===== config.mk =====
export PLATFORM = sky130hd
export DESIGN_NAME = neo_dtack_flat
export DESIGN_NICKNAME = d
export VERILOG_FILES = /design/src/rtl/neo_dtack_pkg.sv /design/src/rtl/neo_dtack_if.sv /design/src/rtl/neo_zone_dec.sv /design/src/rtl/neo_dtack.sv /design/src/flat_wrapper.sv
export SDC_FILE = /design/constraint.sdc
export NUM_CORES = 1
export LEC_CHECK = 0
export CAP_MARGIN = 20
export CORE_MARGIN = 1.5
export CORE_UTILIZATION = 32
export DETAILED_ROUTE_END_ITERATION = 8
export MAX_ROUTING_LAYER = met4
export PLACE_DENSITY = 0.84
export SLEW_MARGIN = 20
export SYNTH_ARGS = -nofsm -noshare
export SYNTH_HDL_FRONTEND = slang
export SYNTH_HIERARCHICAL = 1
export SYNTH_SLANG_ARGS = --single-unit

===== constraint.sdc =====
create_clock -name CLK_68KCLK -period 1.15 [get_ports CLK_68KCLK]
set_input_delay 0.115 -clock CLK_68KCLK [delete_from_list [all_inputs] [get_ports CLK_68KCLK]]
set_output_delay 0.115 -clock CLK_68KCLK [all_outputs]
set_load 0.02 [all_outputs]

===== src/rtl/neo_dtack_pkg.sv =====
// neo_dtack shared types: FSM states, zone nibbles, wait constants.
// Build option NEO_DTACK_TIMEOUT_EN enables the bus-error timeout.
package neo_pkg;

    typedef enum logic [1:0] {
        IDLE = 2'd0,
        WAIT = 2'd1,
        ACK  = 2'd2,
        HOLD = 2'd3
    } state_t;

    localparam logic [3:0] ZONE_ROM     = 4'h0;
    localparam logic [3:0] ZONE_WRAM    = 4'h1;
    localparam logic [3:0] ZONE_PORT    = 4'h2;
    localparam logic [3:0] ZONE_IO      = 4'h3;
    localparam logic [3:0] ZONE_PAL     = 4'h4;
    localparam logic [3:0] ZONE_MEMCARD = 4'h8;
    localparam logic [3:0] ZONE_BIOS    = 4'hC;
    localparam logic [3:0] ZONE_SRAM    = 4'hD;

    localparam logic [1:0] ZERO_WAITS     = 2'd0;
    localparam logic [1:0] ROM_SLOW_WAITS = 2'd1;
    localparam logic [1:0] MEMCARD_WAITS  = 2'd2;

    localparam int TIMEOUT_CYCLES = 64;
    localparam int TMO_W          = 6;

    // Byte address bits A23..A20 live in word address bits [22:19].
    function automatic logic [3:0] zone_of(input logic [22:0] addr);
        return addr[22:19];
    endfunction

endpackage


===== src/rtl/neo_dtack_if.sv =====
// neo_dtack 68k-side bus bundle: CPU/cart request side and acknowledge side.
// nBERR is only driven low when NEO_DTACK_TIMEOUT_EN is defined.
interface neo_dtack_if;

    logic [22:0] M68K_ADDR;
    logic        nAS;
    logic        ROMWAIT;
    logic [1:0]  PWAIT;
    logic        PDTACK;
    logic        nPDTACK;
    logic        nDTACK;
    logic        nBERR;
    logic        BUSY;

    modport master (
        output M68K_ADDR,
        output nAS,
        output ROMWAIT,
        output PWAIT,
        output PDTACK,
        output nPDTACK,
        input  nDTACK,
        input  nBERR,
        input  BUSY
    );

    modport slave (
        input  M68K_ADDR,
        input  nAS,
        input  ROMWAIT,
        input  PWAIT,
        input  PDTACK,
        input  nPDTACK,
        output nDTACK,
        output nBERR,
        output BUSY
    );

endinterface


===== src/rtl/neo_zone_dec.sv =====
// neo_zone_dec: address zone to wait-count / external-ack / unmapped.
// Purely combinational; used by neo_dtack (NEO_DTACK_TIMEOUT_EN agnostic).
module neo_zone_dec
    import neo_pkg::*;
(
    input  logic [3:0] zone_i,
    input  logic       romwait_i,
    input  logic [1:0] pwait_i,
    input  logic       pdtack_i,
    output logic [1:0] waits_o,
    output logic       ext_o,
    output logic       unmapped_o
);

    // Map each zone nibble to its wait count and acknowledge source.
    always_comb begin
        waits_o    = ZERO_WAITS;
        ext_o      = 1'b0;
        unmapped_o = 1'b0;
        unique case (zone_i)
            ZONE_ROM: begin
                waits_o = romwait_i ? ZERO_WAITS : ROM_SLOW_WAITS;
            end
            ZONE_WRAM,
            ZONE_IO,
            ZONE_PAL,
            ZONE_BIOS,
            ZONE_SRAM: begin
                waits_o = ZERO_WAITS;
            end
            ZONE_PORT: begin
                waits_o = pwait_i;
                ext_o   = pdtack_i;
            end
            ZONE_MEMCARD: begin
                waits_o = MEMCARD_WAITS;
            end
            default: begin
                unmapped_o = 1'b1;
            end
        endcase
    end

endmodule


===== src/rtl/neo_dtack.sv =====
// neo_dtack: 68k DTACK generator with per-zone wait states.
// Define NEO_DTACK_TIMEOUT_EN for the 64-edge bus-error timeout.
module neo_dtack
    import neo_pkg::*;
(
    input  logic  CLK_68KCLK,
    input  logic  nRESET,
    neo_dtack_if.slave bus
);

    state_t      state_q;
    logic [1:0]  cnt_q;
    logic        ext_q;
    logic        pd_q;
    logic        dtack_n_q;
    logic        busy_q;

    logic [1:0]  dec_waits;
    logic        dec_ext;
    logic        dec_unm;
    logic        ack_now;

    neo_zone_dec u_dec (
        .zone_i     (zone_of(bus.M68K_ADDR)),
        .romwait_i  (bus.ROMWAIT),
        .pwait_i    (bus.PWAIT),
        .pdtack_i   (bus.PDTACK),
        .waits_o    (dec_waits),
        .ext_o      (dec_ext),
        .unmapped_o (dec_unm)
    );

`ifdef NEO_DTACK_TIMEOUT_EN
    localparam logic [TMO_W-1:0] TMO_LAST = TMO_W'(TIMEOUT_CYCLES - 1);

    logic             unm_q;
    logic             berr_n_q;
    logic [TMO_W-1:0] tmo_q;
    logic             unused_bits;

    // Unmapped zones never count down; only the timeout ends them.
    assign ack_now = ext_q ? pd_q : (!unm_q && cnt_q == 2'd0);
    assign bus.nBERR = berr_n_q;
    assign unused_bits = ^bus.M68K_ADDR[18:0];
`else
    logic unused_bits;

    // Unmapped zones fall through as zero-wait accesses.
    assign ack_now = ext_q ? pd_q : (cnt_q == 2'd0);
    assign bus.nBERR = 1'b1;
    assign unused_bits = ^{bus.M68K_ADDR[18:0], dec_unm};
`endif

    assign bus.nDTACK = dtack_n_q;
    assign bus.BUSY   = busy_q;

    // Cycle FSM: latch zone at E1, count waits, hold ack until nAS rises.
    always_ff @(posedge CLK_68KCLK or negedge nRESET) begin
        if (!nRESET) begin
            state_q   <= IDLE;
            cnt_q     <= 2'd0;
            ext_q     <= 1'b0;
            pd_q      <= 1'b0;
            dtack_n_q <= 1'b1;
            busy_q    <= 1'b0;
`ifdef NEO_DTACK_TIMEOUT_EN
            unm_q     <= 1'b0;
            berr_n_q  <= 1'b1;
            tmo_q     <= '0;
`endif
        end else begin
            unique case (state_q)
                IDLE: begin
                    if (!bus.nAS) begin
                        state_q <= WAIT;
                        cnt_q   <= dec_waits;
                        ext_q   <= dec_ext;
                        pd_q    <= dec_ext & ~bus.nPDTACK;
                        busy_q  <= 1'b1;
`ifdef NEO_DTACK_TIMEOUT_EN
                        unm_q   <= dec_unm;
                        tmo_q   <= '0;
`endif
                    end
                end
                WAIT: begin
                    if (bus.nAS) begin
                        state_q <= IDLE;
                        cnt_q   <= 2'd0;
                        ext_q   <= 1'b0;
                        pd_q    <= 1'b0;
                        busy_q  <= 1'b0;
`ifdef NEO_DTACK_TIMEOUT_EN
                        unm_q   <= 1'b0;
                        tmo_q   <= '0;
`endif
                    end else if (ack_now) begin
                        state_q   <= ACK;
                        dtack_n_q <= 1'b0;
`ifdef NEO_DTACK_TIMEOUT_EN
                    end else if (tmo_q == TMO_LAST) begin
                        state_q  <= HOLD;
                        berr_n_q <= 1'b0;
`endif
                    end else begin
                        if (cnt_q != 2'd0) begin
                            cnt_q <= cnt_q - 2'd1;
                        end
                        pd_q <= ext_q & ~bus.nPDTACK;
`ifdef NEO_DTACK_TIMEOUT_EN
                        tmo_q <= tmo_q + 1'b1;
`endif
                    end
                end
                ACK,
                HOLD: begin
                    if (bus.nAS) begin
                        state_q   <= IDLE;
                        cnt_q     <= 2'd0;
                        ext_q     <= 1'b0;
                        pd_q      <= 1'b0;
                        dtack_n_q <= 1'b1;
                        busy_q    <= 1'b0;
`ifdef NEO_DTACK_TIMEOUT_EN
                        unm_q     <= 1'b0;
                        berr_n_q  <= 1'b1;
                        tmo_q     <= '0;
`endif
                    end else begin
                        state_q <= HOLD;
                    end
                end
                default: begin
                    state_q <= IDLE;
                end
            endcase
        end
    end

endmodule

===== src/flat_wrapper.sv =====
// flat-port wrapper written by rule: the top's interface ports become plain ports
module neo_dtack_flat import neo_pkg::*;
  (CLK_68KCLK, nRESET, bus_M68K_ADDR, bus_nAS, bus_ROMWAIT, bus_PWAIT, bus_PDTACK, bus_nPDTACK, bus_nDTACK, bus_nBERR, bus_BUSY);
  neo_dtack_if bus_i ();
  input  logic CLK_68KCLK;
  input  logic nRESET;
  input wire logic [$bits(bus_i.M68K_ADDR)-1:0] bus_M68K_ADDR;
  input wire logic [$bits(bus_i.nAS)-1:0] bus_nAS;
  input wire logic [$bits(bus_i.ROMWAIT)-1:0] bus_ROMWAIT;
  input wire logic [$bits(bus_i.PWAIT)-1:0] bus_PWAIT;
  input wire logic [$bits(bus_i.PDTACK)-1:0] bus_PDTACK;
  input wire logic [$bits(bus_i.nPDTACK)-1:0] bus_nPDTACK;
  output wire logic [$bits(bus_i.nDTACK)-1:0] bus_nDTACK;
  output wire logic [$bits(bus_i.nBERR)-1:0] bus_nBERR;
  output wire logic [$bits(bus_i.BUSY)-1:0] bus_BUSY;
  assign bus_i.M68K_ADDR = bus_M68K_ADDR;
  assign bus_i.nAS = bus_nAS;
  assign bus_i.ROMWAIT = bus_ROMWAIT;
  assign bus_i.PWAIT = bus_PWAIT;
  assign bus_i.PDTACK = bus_PDTACK;
  assign bus_i.nPDTACK = bus_nPDTACK;
  assign bus_nDTACK = bus_i.nDTACK;
  assign bus_nBERR = bus_i.nBERR;
  assign bus_BUSY = bus_i.BUSY;
  neo_dtack u_core (.CLK_68KCLK(CLK_68KCLK), .nRESET(nRESET), .bus(bus_i));
endmodule

==> results.ini <==
[worst_setup_path]
arrival_ns=1.38
slowest_delay_ns=0.42
cp_max_fo=3
crit_type=register to register
cp-start-kind=register
crit_buf_inv=1
end_kind=register
worst_path_max_delay_cell=dfrtp_1
required_ns=1.28
cp_top_family=flip-flops
crit_chain=buf_6 > nor4bb_4 > a311oi_2 > o211ai_1

[floorplanning]
num_rows=14
die_y_um=44.8
die-width_um=44.8
boundaryPins=34
initial_core_util_pct=35.4
core-area_sq_um=1580
die_area_sq_um=2000

[grt]
grt_max_degree=11
grt-ovfl-total=0
grt_first_pass_wirelength_mm=2.52
antenna_found_initial=0
first_global_vias=585
grt_usage_pct=18.1

[timing]
finalSetupTns_ns=-0.244
rsz0062_at_grt=true
fin_ws_ns=-0.0992
min_period_over_period_pct=109
fin_crit_ns=1.25
skew_ns=0.00569
setup_violations=5
timing.hold.ws_ns=0.133
finalMaxSlewViolations=0
achievable-frequency_mhz=801
hold_viol_final=0

[clock_network]
clkTransAtPathRegs_ns=0.06
clock_latency_ns=0.26
htree_num_levels=1
cts_sinks=8
cts_root_buf=clkbuf_4
cts_hold_buffers=0
numCtsBuffers=3
cts_tree=built
clockBufferDepth=2

[placed_design]
portBuffers=13
post_dp_cell_area_sq_um=783
gp_congestion=0.808
dp_hpwl_mm=1.03

[outcome]
violations=negative setup slack
status=finished, violations left

[synthesis]
yosys_warnings=6
syn_inst=59
syn-num-nets=91
synthesis.area_sq_um=558
syn_area_per_cell_sq_um=9.46

[hold_path]
hold_path_class=input pin to async pin

[route]
drc_errors=0
wirelength_mm=1.66
first_iter_violations=19
vias=589
wire_per_inst_um=15.6
vias_per_cell=5.50
dr.pass1.iters=4
ant_nets=0

[final_layout]
fin_area_sq_um=952
n_fill_cell=136
diodes=0
layout.nets=124
drive_gt1_share_pct=50.5
syn2layout_area_growth_pct=70.6

[power]
p_total_uw=1470
power_density_nw_per_um2=1540
vdd_ir_drop_max_v=0.00103
p_leak_uw=0.000395

[job]
cap_violations=0

-- metal layers --
metal / track usage, % / vias to the layer above / part of all wire (%)
li1: - / 283 / -
met3: 3.20 / 4 / 7.0
met1: 20.6 / 278 / 39
met2: 31.3 / 24 / 51
met5: - / - / 0
met4: 7.27 / 0 / 2.3
-- placed cells by master (no fill, tap or decap), types with 2 or more instances in the layout --
cell type and n:
clkdlybuf4s50_1 3, inv_1 3, dfrtp_1 5, a2111oi_2 2, a21oi_1 3, buf_4 15
dlygate4sd2_1 8, nor2_2 2, o21a_1 2, nand2b_1 2, nand2_1 4, inv_2 2
dfrtp_2 2, clkbuf_4 3, buf_6 3
-- repair_timing --
item	CTS	global route
gates resized for setup	23	15
endpoints found under the setup margin	9	6
hold endpoints to repair	0	0
pin swaps	8	11
setup buffers	1	4
-- layout make-up --
| class | instances | area, sq um | area share, % |
|---|---|---|---|
| clock buffers | 4 | 26.3 | 2.76 |
| inverters | 5 | 18.8 | 1.97 |
| repair buffers | 31 | 264 | 27.7 |
| well taps | 16 | 20.0 | 2.10 |
| multi-input cells | 43 | 419 | 44.0 |
| flip-flops and latches | 8 | 204 | 21.4 |
-- final timing paths --
| check | startpoint | end | slack, ns | cells past startpoint |
|---|---|---|---|---|
| worst max-delay path | u_core/cnt_q[0] | u_core/cnt_q[0] | -0.1 | 4 |
| worst min-delay path | nRESET | u_core/bus.BUSY | 0.13 | 1 |
| worst max register to register | u_core/cnt_q[0] | u_core/cnt_q[0] | -0.1 | 4 |
| worst min register to register | u_core/bus.nDTACK | u_core/bus.nDTACK | 0.52 | 2 |
| max in group asynchronous | nRESET | u_core/bus.nDTACK | 0.70 | 1 |
| min in group CLK_68KCLK | u_core/bus.nDTACK | u_core/bus.nDTACK | 0.52 | 2 |
-- registers in the layout, summed over array words and instances (netlist names) --
register,flops
u_core/bus.nDTACK,1
u_core/cnt_q,2
u_core/bus.BUSY,1
u_core/ext_q,1
u_core/state_q,2
u_core/pd_q,1
-- through the flow --
stage | setup slack [ns] | std cells | util (%)
detailed placement | -0.531 | 98 | 49.7
global route | -0.145 | 107 | 60.4
floorplan | 0.00421 | 59 | -
global placement | -0.484 | 98 | 49.7
CTS | -0.00804 | 103 | 53.9
finish | -0.0992 | 107 | 60.4
-- where the power goes --
group          internal (uW)  switching, uW  leakage, uW  total, uW
sequential               372            136    0.0000988        509
clock                    133            106    0.0000150        240
combinational            389            333     0.000282        722
total                    895            576     0.000395       1470
Note: power is estimated with default switching activity, not from simulation.
